==> src/rtl/fpu_pkg.sv <==
// Shared constants and helpers for the floating-point adder datapath.
//   SINGLE_FRAC_W / DOUBLE_FRAC_W : fraction widths with hidden bit
//   GRS_W                         : guard/round/sticky extension width
//   calc_rw()                     : result width (fraction + GRS + carry bit)
package fpu_pkg;

  localparam int SINGLE_FRAC_W = 24;
  localparam int DOUBLE_FRAC_W = 53;
  localparam int GRS_W         = 3;

  function automatic int calc_rw(input int frac_w, input int grs_w);
    return frac_w + grs_w + 1;
  endfunction

endpackage

==> src/rtl/fadd_frac_alu.sv <==
// Combinational fraction add/subtract with magnitude output.
//   op_sub_i     : 1 = large - small, 0 = large + small
//   large_frac_i : larger-magnitude fraction, hidden bit included
//   small_frac_i : aligned smaller fraction carrying GRS bits
//   mag_o        : result magnitude, MSB is the carry-out position
//   carry_o      : mag_o MSB set
//   zero_o       : result exactly zero
//   neg_o        : raw difference was negative, mag_o is its negation
module fadd_frac_alu #(
  parameter int FRAC_W = fpu_pkg::SINGLE_FRAC_W,
  parameter int GRS_W  = fpu_pkg::GRS_W
) (
  input  logic                      op_sub_i,
  input  logic [FRAC_W-1:0]         large_frac_i,
  input  logic [FRAC_W+GRS_W-1:0]   small_frac_i,
  output logic [FRAC_W+GRS_W:0]     mag_o,
  output logic                      carry_o,
  output logic                      zero_o,
  output logic                      neg_o
);

  localparam int RW = fpu_pkg::calc_rw(FRAC_W, GRS_W);

  logic [RW:0]   large_ext;
  logic [RW:0]   small_ext;
  logic [RW:0]   raw;
  logic [RW-1:0] raw_neg;

  // One spare bit above the carry position acts as the sign of a subtraction.
  assign large_ext = {2'b00, large_frac_i, {GRS_W{1'b0}}};
  assign small_ext = {2'b00, small_frac_i};

  assign raw     = op_sub_i ? (large_ext - small_ext) : (large_ext + small_ext);
  assign raw_neg = ~raw[RW-1:0] + {{(RW-1){1'b0}}, 1'b1};

  // An add can never set the sign bit, so gating with op_sub_i is only for clarity.
  assign neg_o   = op_sub_i & raw[RW];
  assign mag_o   = neg_o ? raw_neg : raw[RW-1:0];
  assign carry_o = mag_o[RW-1];
  assign zero_o  = (mag_o == '0);

endmodule

==> src/rtl/fadd_cal_pipe.sv <==
// Two-stage pipelined fraction add/subtract between alignment and normalisation.
// S1 registers the operands, S2 registers the ALU result and flags.
//   clk, clrn              : clock, synchronous active-low reset
//   in_valid / in_ready    : upstream handshake
//   op_sub                 : 1 = subtract, 0 = add
//   large_frac, small_frac : operands (small carries GRS bits)
//   in_tag / out_tag       : side-band context travelling with the operation
//   out_valid / out_ready  : downstream handshake
//   cal_frac               : result magnitude, MSB is carry-out position
//   carry, zero, neg       : result flags
module fadd_cal_pipe #(
  parameter int FRAC_W = fpu_pkg::SINGLE_FRAC_W,
  parameter int GRS_W  = fpu_pkg::GRS_W,
  parameter int TAG_W  = 10
) (
  input  logic                     clk,
  input  logic                     clrn,
  input  logic                     in_valid,
  output logic                     in_ready,
  input  logic                     op_sub,
  input  logic [FRAC_W-1:0]        large_frac,
  input  logic [FRAC_W+GRS_W-1:0]  small_frac,
  input  logic [TAG_W-1:0]         in_tag,
  output logic                     out_valid,
  input  logic                     out_ready,
  output logic [FRAC_W+GRS_W:0]    cal_frac,
  output logic                     carry,
  output logic                     zero,
  output logic                     neg,
  output logic [TAG_W-1:0]         out_tag
);

  localparam int RW = fpu_pkg::calc_rw(FRAC_W, GRS_W);

  logic                     s1_valid_q;
  logic                     s1_valid_d;
  logic                     s1_op_sub_q;
  logic [FRAC_W-1:0]        s1_large_q;
  logic [FRAC_W+GRS_W-1:0]  s1_small_q;
  logic [TAG_W-1:0]         s1_tag_q;

  logic                     s2_valid_q;
  logic                     s2_valid_d;
  logic [RW-1:0]            cal_frac_q;
  logic                     carry_q;
  logic                     zero_q;
  logic                     neg_q;
  logic [TAG_W-1:0]         out_tag_q;

  logic                     s1_adv;
  logic                     s2_adv;
  logic                     s1_load;
  logic                     s2_load;

  logic [RW-1:0]            alu_mag;
  logic                     alu_carry;
  logic                     alu_zero;
  logic                     alu_neg;

  // Stall propagates backwards combinationally so a full pipe never drops data.
  assign s2_adv   = ~s2_valid_q | out_ready;
  assign s1_adv   = ~s1_valid_q | s2_adv;
  assign in_ready = s1_adv;

  // Data registers only move when a real operation arrives, so held outputs
  // stay put while the pipe is empty.
  assign s1_load    = in_valid & s1_adv;
  assign s2_load    = s1_valid_q & s2_adv;
  assign s1_valid_d = s1_adv ? in_valid : s1_valid_q;
  assign s2_valid_d = s2_adv ? s1_valid_q : s2_valid_q;

  fadd_frac_alu #(
    .FRAC_W (FRAC_W),
    .GRS_W  (GRS_W)
  ) u_alu (
    .op_sub_i     (s1_op_sub_q),
    .large_frac_i (s1_large_q),
    .small_frac_i (s1_small_q),
    .mag_o        (alu_mag),
    .carry_o      (alu_carry),
    .zero_o       (alu_zero),
    .neg_o        (alu_neg)
  );

  always_ff @(posedge clk) begin
    if (!clrn) begin
      s1_valid_q  <= 1'b0;
      s1_op_sub_q <= 1'b0;
      s1_large_q  <= '0;
      s1_small_q  <= '0;
      s1_tag_q    <= '0;
      s2_valid_q  <= 1'b0;
      cal_frac_q  <= '0;
      carry_q     <= 1'b0;
      zero_q      <= 1'b0;
      neg_q       <= 1'b0;
      out_tag_q   <= '0;
    end else begin
      s1_valid_q <= s1_valid_d;
      if (s1_load) begin
        s1_op_sub_q <= op_sub;
        s1_large_q  <= large_frac;
        s1_small_q  <= small_frac;
        s1_tag_q    <= in_tag;
      end
      s2_valid_q <= s2_valid_d;
      if (s2_load) begin
        cal_frac_q <= alu_mag;
        carry_q    <= alu_carry;
        zero_q     <= alu_zero;
        neg_q      <= alu_neg;
        out_tag_q  <= s1_tag_q;
      end
    end
  end

  assign out_valid = s2_valid_q;
  assign cal_frac  = cal_frac_q;
  assign carry     = carry_q;
  assign zero      = zero_q;
  assign neg       = neg_q;
  assign out_tag   = out_tag_q;

endmodule

==> config.mk <==
export PLATFORM = sky130hd
export DESIGN_NAME = fadd_cal_pipe
export DESIGN_NICKNAME = d
export VERILOG_FILES = /design/src/rtl/fpu_pkg.sv /design/src/rtl/fadd_frac_alu.sv /design/src/rtl/fadd_cal_pipe.sv
export SDC_FILE = /design/constraint.sdc
export NUM_CORES = 1
export LEC_CHECK = 0
export ABC_AREA = 0
export BUFFER_PORTS_ARGS = -buffer_cell sky130_fd_sc_hd__buf_2
export CAP_MARGIN = 20
export CORE_ASPECT_RATIO = 1.25
export CORE_MARGIN = 4
export CORE_UTILIZATION = 50
export DETAILED_ROUTE_END_ITERATION = 10
export PLACE_DENSITY_LB_ADDON = 0.3
export SYNTH_ARGS = -nofsm -noshare
export SYNTH_HDL_FRONTEND = slang
export SYNTH_HIERARCHICAL = 1
export SYNTH_SLANG_ARGS = --single-unit
==> constraint.sdc <==
create_clock -name clk -period 10.6 [get_ports clk]
set_input_delay 0.53 -clock clk [delete_from_list [all_inputs] [get_ports clk]]
set_output_delay 0.53 -clock clk [all_outputs]
set_load 0.02 [all_outputs]
# Yosys cells after proc, flatten, opt, wreduce, memory -nomap -nowiden
# Index checks and enable logic that the tools add are counted.
# totals
regBits	105
in_bits	66
output_inout_bits	43
wordCells	25
# op_classes
addsub	3
n_mux	2
bitwise_logic	8
n_reduce_logical	1
# ops
op	n
$mux W29	1
$add A27 B27 Y28	1
$add A28 B1 Y28 const B	1
$logic_not A28 Y1	1
$mux W28	1
$not A28 Y28	1
$sub A27 B27 Y28	1
$and A1 B1 Y1	3
$not A1 Y1	2
$or A1 B1 Y1	2

# Longest topological paths before layout
# depth
word_depth	6
ltp_mapped	18
mapped_depth_nobuf	17

# Hierarchy
# The synthesis kept the hierarchy.
# by_module_without_submodules
module	instances	cells_per_inst	area_per_inst_um2	seq_area_each_um2
fadd_cal_pipe	1	465	4266.6	2102.0
fadd_frac_alu	1	572	3863.7	0.0

# Worst setup path before layout
# No wires, ideal clock.
# synth_path
path_type	register to register
from	register s1_small_q[3]
to	register zero_q (netlist: zero)
setup_ps	70
arrival_time_ps	3992
t_required_ps	10530
path_slack_ps	6538
path_stages_with_launch	17
n_path_buf	0
period_less_slack_ps	4062
path_cell_list	dfxtp_1 > inv_1 > ha_1 > and3b_1 > o21ai_1 > a311o_1 > xnor2_1 > or4_4 > inv_2 > mux2_1 > o32a_1 > or4_1 > nor4b_2 > nand4bb_1 > nor4_2 > nand3_1 > a21boi_1
# synth_between
elab_chain_len	6
elab_cells_between_ends	8
classes_between	add/sub (3); mux (2); bitwise (2); reduce/logical (1)
# synth_rtl
element	line	source
from (decl)	fadd_cal_pipe.sv:39	logic [FRAC_W+GRS_W-1:0] s1_small_q;
from (signal assigned)	fadd_cal_pipe.sv:103	s1_small_q <= small_frac;
$add A27 B27 Y28 / $sub A27 B27 Y28 (equally long branches)	fadd_frac_alu.sv:33	assign raw = op_sub_i ? (large_ext - small_ext) : (large_ext + small_ext);
$mux W29 *	fadd_frac_alu.sv:33	
$not A28 Y28	fadd_frac_alu.sv:34	assign raw_neg = ~raw[RW-1:0] + {{(RW-1){1'b0}}, 1'b1};
$add A28 B1 Y28	fadd_frac_alu.sv:34	
$mux W28 *	fadd_frac_alu.sv:38	assign mag_o = neg_o ? raw_neg : raw[RW-1:0];
$logic_not A28 Y1 *	fadd_frac_alu.sv:40	assign zero_o = (mag_o == '0);
named net alu_zero	fadd_cal_pipe.sv:57	logic alu_zero;
to (signal assigned)	fadd_cal_pipe.sv:110	zero_q <= alu_zero;
to (decl)	fadd_cal_pipe.sv:46	logic zero_q;
# The timed path passes the listed nets; every way through them passes the cells marked *.
# A chain may end at the register's enable or synchronous reset.

# Final worst setup path
# layout_path
from	register s1_small_q[14]
to	register zero_q (netlist: zero)
# layout_between
elab_cells_between_ends	8
classes_between	add/sub (3); mux (2); bitwise (2); reduce/logical (1)
# layout_lines
element	line	source
$sub A27 B27 Y28	fadd_frac_alu.sv:33	
$mux W29	fadd_frac_alu.sv:33	
$and A1 B1 Y1	fadd_frac_alu.sv:37	assign neg_o = op_sub_i & raw[RW];
named net alu_neg	fadd_cal_pipe.sv:58	logic alu_neg;
$mux W28	fadd_frac_alu.sv:38	
named net alu_mag[15]	fadd_cal_pipe.sv:55	logic [RW-1:0] alu_mag;
$logic_not A28 Y1	fadd_frac_alu.sv:40	
named net alu_zero	fadd_cal_pipe.sv:57	
# The timed path passes the listed nets, and every way through them passes these cells.

==> impl_metrics.csv <==
group,metric,value,unit
run_status,outcome,"complete, no violations",
placed_design,dp.cells,1290,
detailed_routing,ant_nets,0,
grt,grt_usage,21.6,%
setup_path,worst-path-max-fanout,18,
clocking,htreeDepth,3,
clocking,cts_resized,0,
detailed_routing,viasPerCell,5.67,
synth,synth_compound_area_share,23.3,%
sta,max_freq,0.203,GHz
grt,antenna_found_initial,0,
clocking,clk_latency,0.36,ns
detailed_routing,drtIter0Drc,567,
pwr,p_leak,0.00387,uW
sta,period_minus_slack,4.92,ns
pwr,power.share.switching,36.8,%
layout,num_antenna_cells,0,
synth,ys_ff_latch,105,
floorplanning,rows,51,
pwr,p_int,734,uW
floorplanning,die_area,18400,um2
flow_run,max_cap_violations,0,
sta,finalHoldViolations,0,
placed_design,dp_hpwl,14.8,mm
synth,yosysSeqAreaShare,25.9,%
sta,final.setup.tns,0,ns
clocking,cts_tree,"yes",
floorplanning,ioPinCount,109,
synth,synth_fp_nets,1154,
floorplanning,die_y,151,um
sta,period_share,46.4,%
detailed_routing,drt-total-wl,19.9,mm
clocking,cts_setup_buffers,0,
synth,yosys_warnings,6,
grt,grt_max_degree,99,
synth,synthAdderAreaFrac,7.94,%
clocking,cts_hold_buf,0,
placed_design,globalplace.congestion,0.865,
layout,fin_util,56.2,%
sta,relSlewSlack,31.5,%
synth,synth_edf_count,0,
detailed_routing,wl_per_cell,15.2,um
synth,synth-xor-area-share,4.74,%
pwr,peakVddDrop,0.0000681,V
setup_path,arrival,5.21,ns
min_path,hold_class,"in -> reg",
layout,area_growth_syn_to_layout,8.99,%
setup_path,worst-setup-path-type,"reg -> reg",
synth,ys.flop_type,"dfxtp_1",
sta,rsz0062_at_grt,"false",
layout,nets,1206,
detailed_routing,drc,0,
floorplanning,initial_core_util,51.6,%
setup_path,start_kind,"register",
grt,gr-total-overflow,0,
clocking,cts.sinks,105,
pwr,power.density,131,nW/um2
synth,synth.area.mux_share,8.65,%
pwr,report.power.total,1160,uW
grt,grt_pass1_vias,6988,
detailed_routing,route.vias.total,7411,
clocking,cts.clk_slew.worst_paths,0.08,ns
placed_design,port_buffers,108,
floorplanning,die_width,122,um
pwr,p_clk_share,29.3,%
synth,yosys.area_share.simple,21.7,%
synth,synth_top_family_by_area,"compound AO/OA/AOI/OAI gates",
clocking,clock_path_buffers,2,
synth,synth_cell_types,90,
pwr,power_frac_comb,33.1,%
detailed_routing,drt_first_pass_iters,5,
setup_path,crit_required,10.89,ns
layout,finalNonFillerCells,1306,
pwr,p_seq_share,37.6,%
clocking,cts_buffers,9,
sta,worstMarginPinSlew,1.03,ns
pwr,p_switching,427,uW
layout,drive_gt1_share,14.3,%
sta,report.final.setup_viol,0,
synth,postSynthAreaPerCell,7.84,um2
grt,grt_pass1_wl,33.3,mm
sta,final_max_slew_viol_count,0,
clocking,clock-root-buffer,"clkbuf_16",
synth,syn_area,8130,um2
synth,synth-async-reset-ratio,0,%
setup_path,critPathCaptureType,"register",
sta,fin_skew,0.00963,ns
floorplanning,core-area,15800,um2
synth,synthCells,1037,
## layout make-up
type	count	area [um2]
Clock inverter	7	81.3
Tap cell	212	265
Sequential cell	105	2100
Fill cell	1605	6900
Clock buffer	9	225
Inverter	52	195
Multi-Input combinational cell	806	5400
Timing Repair Buffer	115	596
## path summary, 6_finish.rpt
path | from | end | slack, ns | depth (start not counted)
hold reg to reg | s1_tag_q[8] | s1_tag_q[8] | 0.46 | 2
hold / removal | large_frac[20] | s1_large_q[20] | 0.40 | 3
setup / recovery | s1_small_q[14] | zero | 5.68 | 17
setup reg to reg | s1_small_q[14] | zero | 5.68 | 17
## per-layer routing
metal / GRT usage, % / share of wire [%]
met5: 0 / 0
met4: 7.11 / 2.1
met3: 2.03 / 4.1
met2: 36.0 / 47
met1: 29.5 / 47
## state kept, by name, indices dropped and copies added, names as in the netlist
register and cells:
cal_frac 28, s1_valid_q 1, out_tag 10, carry 1, s1_tag_q 10, s1_small_q 27, out_valid 1, zero 1
neg 1, s1_op_sub_q 1, s1_large_q 24
## cell usage in the layout (no fill, tap or decap), types with 40 or more instances in the layout
cell      count
a21boi_1     43
ha_1         50
nor2_1       44
o21ai_0      40
buf_2       107
inv_1        49
nand3_1      54
dfxtp_1     105
a21oi_1      62
mux2i_1      68
nand2_1     165
## power by group through the flow
| stage | Clock [uW] | Sequential [uW] | Combinational (uW) |
|---|---|---|---|
| 2_1_floorplan | 0 | 452 | 289 |
| 3_3_place_gp | 0 | 445 | 378 |
| 3_5_place_dp | 0 | 446 | 380 |
| 4_1_cts | 349 | 437 | 382 |
| 5_1_grt | 361 | 440 | 428 |
| 6_report | 340 | 437 | 384 |
## Yosys cell counts (all sizes together), types with 31 or more instances
cell | count | share of area (%)
a21boi | 45 | 4.2
o21ai | 72 | 4.4
clkbuf | 31 | 1.5
buf | 43 | 4.0
a21oi | 62 | 3.8
ha | 50 | 7.7
inv | 51 | 2.4
nor2 | 44 | 2.0
mux2i | 68 | 8.4
nand3 | 55 | 3.5
dfxtp | 105 | 26
nand2 | 165 | 7.6
## through the flow
stage	setup WS [ns]	area (um2)	hold slack (ns)
final	5.68	8860	0.404
after CTS	5.63	8860	0.393
after detailed placement	5.67	8550	0.450
after floorplan	6.54	8130	0.435
after global routing	5.13	8860	0.402
after global placement	5.86	8550	0.443
## cell families (layout without fill, tap and decap cells)
group           Yosys count  count (layout)
xor+xnor                 44              44
compound gates          282             282
fa+ha+maj                51              51
mux                      70              70
flops                   105             105
buf+inv                 126             183
simple gates            359             359
## critical path, cell delays in order, from the launching register on
cell       delay, ns
dfxtp_1         0.36
inv_1           0.05
ha_1            0.56
inv_1           0.22
nor3_1          0.29
o311ai_0        0.30
a211oi_1        0.29
o211ai_1        0.12
nand2_1         0.42
clkinv_1        0.52
o21ai_1         0.24
xnor2_1         0.11
or4_1           0.53
nor4b_2         0.25
nand4bb_1       0.14
nor4_2          0.22
nand3_1         0.10
a21boi_1        0.14
Note: power is estimated with default switching activity, not from simulation.
